<file path="config.mk">
export PLATFORM = sky130hd
export DESIGN_NAME = ahb_lite_master
export DESIGN_NICKNAME = d
export VERILOG_FILES = /design/src/rtl/ahb_lite_master.sv
export SDC_FILE = /design/constraint.sdc
export NUM_CORES = 1
export LEC_CHECK = 0
export ABC_AREA = 1
export BUFFER_PORTS_ARGS = -buffer_cell sky130_fd_sc_hd__buf_2
export CORE_MARGIN = 4
export CORE_UTILIZATION = 45
export CTS_CLUSTER_SIZE = 14
export DETAILED_ROUTE_END_ITERATION = 7
export PLACE_DENSITY = 0.79
export SLEW_MARGIN = 20
export SYNTH_ARGS = -nofsm -noshare
export SYNTH_HDL_FRONTEND = slang
export SYNTH_SLANG_ARGS = --single-unit
</file>
<file path="constraint.sdc">
create_clock -name clk -period 2 [get_ports clk]
set_input_delay 0.3 -clock clk [delete_from_list [all_inputs] [get_ports clk]]
set_output_delay 0.3 -clock clk [all_outputs]
set_load 0.05 [all_outputs]
</file>
<file path="src/rtl/ahb_lite_master.sv">
// AHB-Lite burst master: turns one command (read/write, start address, size,
// 1..16 beats) into a pipelined SINGLE/INCR burst, with write-data stalls and ERROR abort.
module ahb_lite_master (
  input  logic        clk,
  input  logic        n_rst,
  input  logic        cmd_valid,
  output logic        cmd_ready,
  input  logic        cmd_write,
  input  logic [6:0]  cmd_addr,
  input  logic [1:0]  cmd_size,
  input  logic [4:0]  cmd_beats,
  input  logic [31:0] wr_data,
  input  logic        wr_valid,
  output logic        wr_ready,
  output logic [31:0] rd_data,
  output logic        rd_valid,
  output logic        done,
  output logic        err,
  output logic        hsel,
  output logic [6:0]  haddr,
  output logic [1:0]  htrans,
  output logic [1:0]  hsize,
  output logic        hwrite,
  output logic [2:0]  hburst,
  output logic [31:0] hwdata,
  input  logic [31:0] hrdata,
  input  logic        hready,
  input  logic        hresp
);

  localparam logic [1:0] TR_IDLE   = 2'd0;
  localparam logic [1:0] TR_BUSY   = 2'd1;
  localparam logic [1:0] TR_NONSEQ = 2'd2;
  localparam logic [1:0] TR_SEQ    = 2'd3;

  typedef enum logic [2:0] {ST_IDLE, ST_ADDR, ST_PIPE, ST_LAST, ST_ERR} state_t;

  state_t      state_q, state_d;
  logic [4:0]  beats_q, beats_d;
  logic        first_q, first_d;
  logic [6:0]  addr_d;
  logic [1:0]  size_d;
  logic        write_d;
  logic [2:0]  burst_d;
  logic [31:0] wdata_d, rdata_d;
  logic        rvalid_d, done_d, err_d;
  logic        addr_phase, beat_go, addr_done, data_ok;
  logic [4:0]  cmd_beats_eff;

  assign cmd_beats_eff = (cmd_beats == 5'd0) ? 5'd1 :
                         (cmd_beats > 5'd16) ? 5'd16 : cmd_beats;

  // A write beat only goes out once its data is on wr_data; wr_valid is
  // expected to stay high until wr_ready pops it, so an issued phase never retracts.
  always_comb begin
    state_d   = state_q;
    beats_d   = beats_q;
    first_d   = first_q;
    addr_d    = haddr;
    size_d    = hsize;
    write_d   = hwrite;
    burst_d   = hburst;
    wdata_d   = hwdata;
    rdata_d   = rd_data;
    rvalid_d  = 1'b0;
    done_d    = 1'b0;
    err_d     = 1'b0;

    addr_phase = (state_q == ST_ADDR) || (state_q == ST_PIPE);
    beat_go    = addr_phase && (!hwrite || wr_valid);
    addr_done  = beat_go && hready;
    data_ok    = ((state_q == ST_PIPE) || (state_q == ST_LAST)) && hready && !hresp;

    htrans = TR_IDLE;
    if (addr_phase) begin
      if (beat_go) htrans = first_q ? TR_NONSEQ : TR_SEQ;
      else         htrans = first_q ? TR_IDLE : TR_BUSY;
    end
    hsel      = (htrans != TR_IDLE);
    wr_ready  = addr_done && hwrite;
    cmd_ready = (state_q == ST_IDLE) && !done;

    if (addr_done) begin
      addr_d  = haddr + (7'd1 << hsize);
      beats_d = beats_q - 5'd1;
      first_d = 1'b0;
      if (hwrite) wdata_d = wr_data;
    end
    if (data_ok && !hwrite) begin
      rdata_d  = hrdata;
      rvalid_d = 1'b1;
    end

    case (state_q)
      ST_IDLE: begin
        if (cmd_valid && cmd_ready) begin
          addr_d  = cmd_addr;
          size_d  = (cmd_size == 2'd3) ? 2'd2 : cmd_size;
          write_d = cmd_write;
          beats_d = cmd_beats_eff;
          burst_d = (cmd_beats_eff == 5'd1) ? 3'b000 : 3'b001;
          first_d = 1'b1;
          state_d = ST_ADDR;
        end
      end
      ST_ADDR: begin
        if (addr_done) state_d = (beats_q == 5'd1) ? ST_LAST : ST_PIPE;
      end
      ST_PIPE: begin
        if (hresp) begin
          if (hready) begin
            done_d  = 1'b1;
            err_d   = 1'b1;
            state_d = ST_IDLE;
          end else begin
            state_d = ST_ERR;
          end
        end else if (hready) begin
          if (addr_done) state_d = (beats_q == 5'd1) ? ST_LAST : ST_PIPE;
          else           state_d = ST_ADDR;
        end
      end
      ST_LAST: begin
        if (hresp && !hready) begin
          state_d = ST_ERR;
        end else if (hready) begin
          done_d  = 1'b1;
          err_d   = hresp;
          state_d = ST_IDLE;
        end
      end
      ST_ERR: begin
        if (hready) begin
          done_d  = 1'b1;
          err_d   = 1'b1;
          state_d = ST_IDLE;
        end
      end
      default: state_d = ST_IDLE;
    endcase
  end

  always_ff @(posedge clk or negedge n_rst) begin
    if (!n_rst) begin
      state_q  <= ST_IDLE;
      beats_q  <= 5'd0;
      first_q  <= 1'b0;
      haddr    <= 7'd0;
      hsize    <= 2'd0;
      hwrite   <= 1'b0;
      hburst   <= 3'd0;
      hwdata   <= 32'd0;
      rd_data  <= 32'd0;
      rd_valid <= 1'b0;
      done     <= 1'b0;
      err      <= 1'b0;
    end else begin
      state_q  <= state_d;
      beats_q  <= beats_d;
      first_q  <= first_d;
      haddr    <= addr_d;
      hsize    <= size_d;
      hwrite   <= write_d;
      hburst   <= burst_d;
      hwdata   <= wdata_d;
      rd_data  <= rdata_d;
      rd_valid <= rvalid_d;
      done     <= done_d;
      err      <= err_d;
    end
  end

endmodule

</file>
* Word level (Yosys, flattened, before mapping)
Cells that the tools add are included.
** Storage, ports and cells
- Logic and storage cells :: 83
- RAM bits :: 0
- Bits of input ports :: 85
- Memories kept :: 0
- Register bits after elaboration :: 89
- Bits in latches :: 0
- ROM bits :: 0
** Cells by class
- Eq/ne operators :: 10
- Bitwise operators :: 0
- Multiplexer cells :: 35
- Divide/modulo/power cells :: 0
- Order comparisons :: 1
- Reductions and logical operators :: 22
- Multiply operators :: 0
- Shifts and indexed selects :: 1
- Add/subtract/negate cells :: 2
** Operator list (number)
- 5-bit two-way mux :: 5
- 3-bit two-way mux :: 7
- 7-bit two-way mux :: 3
- 3-bit case mux with 5 select lines :: 1
- 1-bit two-way mux :: 13
- 5-bit by 1-bit equality test with 1-bit output (second input constant) :: 2
- 1-bit logical AND :: 9
- 2-bit two-way mux :: 4
- 7-bit adder :: 1
- 1-bit by 2-bit << shifter with 7-bit output (first input constant) :: 1
- 3-bit by 2-bit equality test with 1-bit output (second input constant) :: 2
- 1-bit case mux with 3 select lines :: 2
- 5-bit > comparator (second input constant) :: 1
- 5-bit logical NOT :: 1
- 5-bit by 1-bit subtractor with 5-bit output (second input constant) :: 1
- 1-bit logical NOT :: 4
- 2-bit AND reduction :: 2
- 3-bit by 1-bit equality test with 1-bit output (second input constant) :: 1
- 3-bit equality test (second input constant) :: 1
- 3-bit logical NOT :: 1
- 1-bit logical OR :: 3
- 3-bit != test (second input constant) :: 1
- 3-bit AND reduction :: 1
- 2-bit equality test (second input constant) :: 1
- 3 further kinds :: 3

* Logic depth before layout (Yosys ltp)
Gate-level depths: netlist of run 1.
- Depth after elaboration :: 8
- Mapped depth :: 13

* Worst setup path before layout of run 1
Ideal clock, no wire load.
- Kind :: register to output
- Start point :: reg hwrite
- End point :: out hsel
- Path buffers :: 0
- Arrival :: 1.667 ns
- Required time :: 1.700 ns
- Path slack :: 0.033 ns
- Cell stages (with the launch flop) :: 4
- Path through :: dfrtp_1 > inv_2 > nor2_2 > a21oi_1
** Between the ends
- Longest elaborated chain between the ends :: 6
** RTL lines
- from (decl) :: line 23 : output logic hwrite,
- from (signal assigned) :: line 163 : hwrite <= write_d;
- 1-bit logical NOT :: line 70 : beat_go = addr_phase && (!hwrite || wr_valid);
- 1-bit logical OR :: line 70
- 1-bit logical AND :: line 70
- 2-bit two-way mux :: line 76 : if (beat_go) htrans = first_q ? TR_NONSEQ : TR_SEQ;
- 2-bit two-way mux :: line 75 : if (addr_phase) begin
- 2-bit nonzero test :: line 79 : hsel = (htrans != TR_IDLE);
- to (decl) :: line 19 : output logic hsel,
No other way between the ends.

* Worst setup path in the final report of run 1
- Start point :: reg state_q[2]
- End point :: out hsel
** Between the ends
- Longest elaborated chain between the ends :: 6
** RTL lines
- from (decl) :: line 38 : state_t state_q, state_d;
- from (signal assigned) :: line 158 : state_q <= state_d;
- 3-bit by 1-bit equality test with 1-bit output / 3-bit by 2-bit equality test with 1-bit output (equally long branches) :: line 69 : addr_phase = (state_q == ST_ADDR) || (state_q == ST_PIPE);
- 1-bit logical OR (*) :: line 69
- 1-bit logical AND :: line 70
- 2-bit two-way mux :: line 76
- 2-bit two-way mux (*) :: line 75
- 2-bit nonzero test (*) :: line 79
Mark *: on every way between the ends. The rest lies on a longest branch, timed or not.

==> results of run 1 <==
==> path summary, 6_finish.rpt <==
path,endpoint,cells after the start,slack (ns),startpoint
hold / removal,rd_data[6],3,0.14,hrdata[6]
setup / recovery,hsel,6,0.12,state_q[2]
hold reg to reg,rd_data[25],2,0.48,rd_data[25]
max in group asynchronous,err,3,0.92,n_rst
setup reg to reg,haddr[4],8,0.19,hsize[1]
min in group asynchronous,hwdata[0],2,0.43,n_rst
==> area by class of cell <==
cell class | instances | area [sq um]
inverters | 36 | 135
clock inverters | 4 | 22.5
fillers | 799 | 3580
repair buffers | 176 | 923
flip-flops and latches | 87 | 2180
well taps | 108 | 135
clock buffers | 11 | 141
multi-input cells | 346 | 1560
==> layer usage <==
layer | global-route usage [%] | up-vias
met1 | 24.5 | 1761
met5 | 0 | -
met3 | 4.23 | 21
li1 | - | 1843
met2 | 33.6 | 119
met4 | 7.16 | 0
==> registers in the layout, summed over array words and instances (netlist names) <==
name      flops
hwdata       32
rd_data      32
haddr         7
beats_q       5
state_q       3
hsize         2
done          1
err           1
first_q       1
hburst        1
hwrite        1
rd_valid      1
==> logic make-up after synthesis <==
| family | share of synthesized area (%) |
|---|---|
| fa+ha+maj | 2.38 |
| xor+xnor | 0.877 |
| simple gates | 28.6 |
| buf+inv | 6.60 |
| other cells | 0.0938 |
| compound gates | 6.98 |
| flops | 54.5 |
==> what timing repair did <==
| action | in CTS | in global routing |
|---|---|---|
| buffers inserted | 1 | 0 |
| setup endpoints to repair | 1 | 0 |
| hold buffers | 1 | 0 |
| endpoints found under the hold margin | 32 | 0 |
| gates resized for setup | 1 | 0 |
==> stage by stage <==
stage | hold WS, ns | cells
after CTS | 0.123 | 768
final | 0.144 | 768
after global placement | 0.279 | 751
after floorplan | 0.00441 | 490
after detailed placement | 0.282 | 751
after global routing | 0.123 | 768
==> worst max-delay path, stage by stage (launching register included) <==
cell,delay [ns]
dfrtp_1,0.40
inv_2,0.09
nand3_1,0.12
nand2_2,0.15
inv_1,0.06
a21oi_1,0.13
buf_2,0.29
==> power groups by stage <==
stage,sequential (mW),combinational (mW),clock (mW)
final,3.03,5.87,1.08
after CTS,3.03,5.90,1.12
after global placement,3.02,5.75,0
after detailed placement,3.05,5.88,0
after global routing,3.12,6.32,1.19
after floorplan,5.48,2.02,0
==> layout by cell type (no fill, tap or decap), types with 2 or more instances in the layout <==
cell	n
inv_2	5
xor2_1	3
o21ai_0	25
nand2_1	226
a21oi_1	10
buf_2	165
inv_1	31
clkbuf_8	10
a31oi_1	2
conb_1	2
nand3_1	16
nor2_1	19
buf_4	9
nor3_1	5
nand2_2	3
clkinv_2	3
o21ai_1	15
dfrtp_1	87
ha_1	6
nor2_2	4
==> flow_summary.json, run 1 <==
{
  "synthDistinctLibCells": 32,
  "ir_worst_vdd_v": 0.000909,
  "fin_crit_sh_pct": 94.0,
  "die-area_sq_um": 10500,
  "syn2layout_area_growth_pct": 27.4,
  "yosys_warnings": 0,
  "switchingPower_mw": 5.60,
  "synth_top_area_share_pct": 54.5,
  "io_pins": 170,
  "grt_antenna_before_repair": 0,
  "placementRows": 34,
  "gp_congestion": 0.889,
  "crit_type": "flip-flop to output port",
  "drt-met1-wl_um": 4230,
  "cp.required_ns": 1.70,
  "tightest_slew_ns": 0.506,
  "fin_crit_ns": 1.88,
  "hpwl_um": 7770,
  "syn_avg_cell_area_sq_um": 8.18,
  "nets": 748,
  "route.met3.wl_um": 589,
  "coreArea_sq_um": 8680,
  "vias_per_cell": 4.88,
  "synth-edff-count": 0,
  "power_per_cell_area_nw_per_um2": 1960,
  "ys_ff_latch": 87,
  "finish.instance_area_sq_um": 5090,
  "skew_ns": 0.0145,
  "drv_slew": 0,
  "start_util_pct": 46.1,
  "swShare_pct": 56.1,
  "sequentialPowerShare_pct": 30.4,
  "pre_cts_ws_ns": 0.191,
  "insertion_delay_ns": 0.35,
  "grt_pass1_vias": 3682,
  "yosysSeqAreaShare_pct": 54.5,
  "power.share.combinational_pct": 58.8,
  "utilization_pct": 58.7,
  "wl_met2_um": 5230,
  "slew_headroom_pct": 66.2,
  "numCtsBuffers": 9,
  "drt_iter0_markers": 150,
  "status": "completed",
  "final_layout_size_suffix_gt1_share_pct": 31.1,
  "clock_path_buffers": 2,
  "drt-total-wl_um": 10300,
  "p_total_mw": 9.98,
  "crit_path_end_kind": "output port",
  "top_layer": "met4",
  "fin_ws_ns": 0.121,
  "dr.pass1.iters": 6,
  "cp_max_fo": 4,
  "leakagePower_nw": 2.99,
  "ctsRootBufferMaster": "clkbuf_8",
  "rsz0062_at_grt": "false",
  "async_flop_share_pct": 100,
  "yosysTopAreaCell": "dfrtp_1",
  "startpoint_type": "flip-flop",
  "clkPwrFrac_pct": 10.8,
  "n_antenna_cell": 0,
  "syn_inst": 489,
  "hold_class": "input port to flip-flop",
  "wl_per_cell_um": 13.4,
  "critPathArrivalTime_ns": 1.58,
  "hold_violations": 0,
  "grtUsageTotal_pct": 19.6,
  "maxCapViolCount": 0,
  "port_buffers": 167,
  "synth_flop_cell": "dfrtp_1",
  "htree_levels": 3,
  "die_h_um": 102,
  "grt_pass1_wl_um": 16500,
  "timing.fmax_mhz": 532,
  "drtAntennaViolNets": 0,
  "grt_max_degree": 36,
  "drc_errors": 0,
  "setup_violations": 0,
  "synth_common_cells": "226 x nand2_1, 87 x dfrtp_1, 31 x inv_1",
  "syn_area_sq_um": 4000,
  "synth.most_common_cell": "nand2_1",
  "num_vias": 3744,
  "placed_area_sq_um": 4910,
  "tns_ns": 0,
  "grt_overflow": 0,
  "die_x_um": 102,
  "p_int_mw": 4.39,
  "cts_tree": "built",
  "synth.area.top_cells": "dfrtp_1 54%, nand2_1 21%, o21ai_0 3.1%",
  "clkTransAtPathRegs_ns": 0.08,
  "numClockSinks": 87
}
Note: power is estimated with default switching activity, not from simulation.
==> run 2, diff against run 1 <==
--- a/config.mk
+++ b/config.mk
@@ -7,6 +7,7 @@
 export LEC_CHECK = 0
 export ABC_AREA = 1
 export BUFFER_PORTS_ARGS = -buffer_cell sky130_fd_sc_hd__buf_2
+export CORE_ASPECT_RATIO = 1.1
 export CORE_MARGIN = 4
 export CORE_UTILIZATION = 45
 export CTS_CLUSTER_SIZE = 14
==> flow_summary.json, run 2 (same netlist as run 1, synthesis figures left out) <==
{
  "io_pins": 170,
  "final_cell_mix": "226 x nand2_1, 164 x buf_2, 87 x dfrtp_1",
  "grt_pass1_vias": 3790,
  "drv_slew": 0,
  "grtUsageTotal_pct": 20.9,
  "placementRows": 35,
  "slew_headroom_pct": 65.4,
  "setup_violations": 0,
  "n_antenna_cell": 0,
  "r2r_cells": 8,
  "power.share.combinational_pct": 58.0,
  "num_vias": 3754,
  "multi_input_area_sq_um": 1560,
  "leakagePower_nw": 3.01,
  "grt_antenna_before_repair": 0,
  "drtAntennaViolNets": 0,
  "insertion_delay_ns": 0.35,
  "die_h_um": 107,
  "wl_per_cell_um": 13.5,
  "port_buffers": 167,
  "tightest_slew_ns": 0.518,
  "drt_iter0_markers": 194,
  "critPathArrivalTime_ns": 1.58,
  "clock_path_buffers": 2,
  "hold_violations": 0,
  "vias_per_cell": 4.86,
  "gp_congestion": 0.859,
  "grt_overflow": 0,
  "nets": 749,
  "crit_type": "flip-flop to output port",
  "ir_worst_vdd_v": 0.00102,
  "cts_tree": "built",
  "die-area_sq_um": 10500,
  "fin_crit_sh_pct": 93.9,
  "min_delay_path_depth": 3,
  "grt_max_degree": 57,
  "skew_ns": 0.00910,
  "htree_levels": 3,
  "reg_top3": "hwdata: 32 flops, rd_data: 32 flops, haddr: 7 flops",
  "drc_errors": 0,
  "hold_class": "input port to flip-flop",
  "fin_ws_ns": 0.123,
  "numCtsBuffers": 9,
  "coreArea_sq_um": 8540,
  "p_total_mw": 10.2,
  "syn2layout_area_growth_pct": 28.7,
  "clkPwrFrac_pct": 12.4,
  "crit_path_end_kind": "output port",
  "drt-total-wl_um": 10500,
  "maxCapViolCount": 0,
  "startpoint_type": "flip-flop",
  "fillCellCount": 788,
  "utilization_pct": 60.3,
  "power_per_cell_area_nw_per_um2": 1980,
  "placed_area_sq_um": 4920,
  "fin_crit_ns": 1.88,
  "final_layout_size_suffix_gt1_share_pct": 31.4,
  "numClockSinks": 87,
  "finish.instance_area_sq_um": 5150,
  "hpwl_um": 7860,
  "grt_pass1_wl_um": 17900,
  "clkTransAtPathRegs_ns": 0.09,
  "pre_cts_ws_ns": 0.171,
  "dr.pass1.iters": 7,
  "ctsRootBufferMaster": "clkbuf_8",
  "swShare_pct": 55.5,
  "switchingPower_mw": 5.65,
  "stdcell_count": 773,
  "placed_cells": 755,
  "mostFrequentLayoutCell": "nand2_1",
  "status": "completed",
  "cp_max_fo": 4,
  "sequentialPowerShare_pct": 29.6,
  "die_x_um": 97.9,
  "cp.required_ns": 1.70,
  "start_util_pct": 46.8,
  "p_int_mw": 4.53,
  "timing.fmax_mhz": 533,
  "seq_area_sq_um": 2180
}
==> run 2: cell count changes in the layout (fill, tap and decap cells not counted), sizes merged <==
cell,previous run,this run
buf,175,174
inv,36,39
bufinv,0,1
clkinv,3,2
==> run 2: repair_timing <==
item                                    CTS  global route
resized for setup                         0             2
endpoints found under the setup margin    0             3
endpoints found under the hold margin    31             0
hold buffers                              1             0
buffers inserted                          0             1
==> run 2: metal layers <==
metal,global-route usage [%],part of all wire (%),routed length (um),vias to the layer above
li1,-,-,-,1847
met1,25.3,39,4070,1736
met2,35.2,51,5300,158
met3,6.90,9.0,943,13
met4,6.82,1.4,150,0
met5,0,0,0,-
==> run 2: path summary, 6_finish.rpt <==
path | slack [ns] | endpoint | from
worst max-delay path | 0.12 | wr_ready | state_q[2]
worst min-delay path | 0.13 | rd_data[16] | hrdata[16]
worst max register to register | 0.16 | haddr[4] | hsize[1]
worst min register to register | 0.48 | rd_data[1] | rd_data[1]
max in group asynchronous | 0.94 | hwdata[16] | n_rst
min in group asynchronous | 0.41 | rd_data[13] | n_rst
==> run 2: power groups by stage <==
stage | Clock, mW | Combinational (mW) | Sequential (mW)
finish | 1.26 | 5.90 | 3.01
global route | 1.39 | 6.39 | 3.13
CTS | 1.30 | 5.92 | 3.02
detailed placement | 0 | 5.92 | 3.03
global placement | 0 | 5.80 | 3.00
floorplan | 0 | 2.02 | 5.48
==> run 2: cell type report <==
class | instances | share of cell area (%)
clock buffer | 9 | 2.41
multi-input combinational | 346 | 30.3
clock inverter | 7 | 1.51
sequential | 87 | 42.3
tap | 111 | 2.70
timing repair buffer | 177 | 18.1
inverter | 36 | 2.63
==> run 2: through the flow <==
stage / hold WS (ns) / setup TNS (ns)
2_1_floorplan: 0.00441 / 0
4_1_cts: 0.109 / 0
5_1_grt: 0.0995 / -0.00438
6_report: 0.133 / 0
3_3_place_gp: 0.263 / 0
3_5_place_dp: 0.272 / 0
==> run 2: worst max-delay path, stage by stage (launching register included) <==
cell,delay [ns]
dfrtp_1,0.42
inv_2,0.09
nand3_1,0.12
nand2_2,0.14
nand3_4,0.12
nor2_8,0.10
clkbuf_4,0.24
==> run 3, diff against run 2 <==
--- a/config.mk
+++ b/config.mk
@@ -13,6 +13,7 @@
 export CTS_CLUSTER_SIZE = 14
 export DETAILED_ROUTE_END_ITERATION = 7
 export PLACE_DENSITY = 0.79
+export SETUP_SLACK_MARGIN = 0.15
 export SLEW_MARGIN = 20
 export SYNTH_ARGS = -nofsm -noshare
 export SYNTH_HDL_FRONTEND = slang
==> flow_summary.json, run 3 (same netlist as run 1, synthesis figures left out) <==
{
  "status": "completed",
  "grt_pass1_wl_um": 17800,
  "power_per_cell_area_nw_per_um2": 2010,
  "hold_slack_ns": 0.128,
  "die_h_um": 107,
  "setup_violations": 0,
  "grt_pass1_vias": 3962,
  "coreArea_sq_um": 8540,
  "crit_slowest_cell": "dfrtp_1",
  "timing.fmax_mhz": 560,
  "startpoint_type": "flip-flop",
  "cts_tree": "built",
  "p_total_mw": 10.6,
  "grtUsageTotal_pct": 20.9,
  "nets": 750,
  "leakagePower_nw": 3.04,
  "numClockSinks": 87,
  "wl_per_cell_um": 13.8,
  "maxCapViolCount": 0,
  "hold_class": "input port to flip-flop",
  "htree_levels": 3,
  "drv_slew": 0,
  "num_vias": 3749,
  "ir_worst_vdd_v": 0.00125,
  "fin_crit_ns": 1.79,
  "crit_type": "flip-flop to output port",
  "reg_top3": "hwdata: 32 flops, rd_data: 32 flops, haddr: 7 flops",
  "cp.required_ns": 1.70,
  "gp_congestion": 0.829,
  "skew_ns": 0.0111,
  "grt_antenna_before_repair": 0,
  "n_antenna_cell": 0,
  "grt_max_degree": 51,
  "grt_overflow": 0,
  "io_pins": 170,
  "crit_path_end_kind": "output port",
  "hold_violations": 0,
  "die-area_sq_um": 10500,
  "die_x_um": 97.9,
  "drt_iter0_markers": 156,
  "final_cell_mix": "226 x nand2_1, 162 x buf_2, 84 x dfrtp_1",
  "path_cells": "inv_2 > nand3_2 > nand2_2 > nand3_4 > nor2_8 > buf_8",
  "placementRows": 35,
  "crit_family": "flip-flops",
  "drc_errors": 0,
  "crit_path_max_incr_delay_ns": 0.44,
  "drtAntennaViolNets": 0,
  "tns_ns": 0,
  "insertion_delay_ns": 0.36,
  "critPathArrivalTime_ns": 1.49,
  "final_layout_size_suffix_gt1_share_pct": 32.9,
  "fin_crit_sh_pct": 89.4,
  "rsz0062_at_grt": "true",
  "dr.pass1.iters": 5,
  "cp_max_fo": 4,
  "ctsRootBufferMaster": "clkbuf_8",
  "syn2layout_area_growth_pct": 31.5,
  "vias_per_cell": 4.84,
  "drt-total-wl_um": 10700,
  "mostFrequentLayoutCell": "nand2_1",
  "clock_path_buffers": 2,
  "port_buffers": 167,
  "numCtsBuffers": 9,
  "critPathBufInv": 2,
  "start_util_pct": 46.8,
  "hpwl_um": 7970,
  "clkTransAtPathRegs_ns": 0.10
}
-- run 3: cell types whose count changed in the layout (fill, tap and decap cells not counted), sizes merged --
cell	previous run	this run
bufinv	1	3
clkinv	2	1
buf	174	176
inv	39	37
-- run 3: tightest hold or removal path: stages --
cell     delay [ns]
buf_2          0.07
nand2_1        0.04
nand2_1        0.04
-- run 3: metrics by stage --
step	cells	cell area, sq um	setup slack [ns]	util (%)
after CTS	772	5200	0.141	60.9
final	774	5260	0.213	61.5
after global routing	774	5260	0.107	61.5
after floorplan	490	4010	0.153	-
after global placement	754	4920	0.248	57.6
after detailed placement	754	4920	0.188	57.6
-- run 3: cell type report --
type / instances / area [sq um]
Timing Repair Buffer: 178 / 965
Sequential cell: 87 / 2180
Fill cell: 777 / 3280
Inverter: 36 / 136
Tap cell: 111 / 139
Multi-Input combinational cell: 346 / 1580
Clock inverter: 6 / 115
Clock buffer: 10 / 138
-- run 3: where the power goes --
group / switching [mW] / internal (mW) / total (mW) / leakage [nW]
clock: 0.653 / 0.873 / 1.53 / 0.124
sequential: 0.496 / 2.55 / 3.05 / 1.09
combinational: 4.54 / 1.45 / 5.99 / 1.83
-- run 3: path summary, 6_finish.rpt --
path	startpoint	to	slack (ns)	cells past startpoint
max in group asynchronous	n_rst	done	1.08	3
setup reg to reg	hsize[0]	haddr[4]	0.23	8
hold / removal	hrdata[24]	rd_data[24]	0.13	3
hold reg to reg	rd_data[19]	rd_data[19]	0.48	2
setup / recovery	state_q[1]	wr_ready	0.21	6
min in group asynchronous	n_rst	hwdata[3]	0.37	2
-- run 3: timing repair --
action | 4_1_cts | 5_1_grt
endpoints found under the hold margin | 20 | 0
pin swaps | 1 | 5
endpoints found under the setup margin | 2 | 23
gates resized for setup | 2 | 14
hold buffers | 1 | 0
buffers inserted | 1 | 2
-- run 3: per-layer routing --
metal	vias up	GRT usage, %	routed length [um]
li1	1844	-	-
met1	1741	23.7	4130
met2	151	37.1	5420
met3	13	7.03	971
met4	0	6.43	179
met5	-	0	0
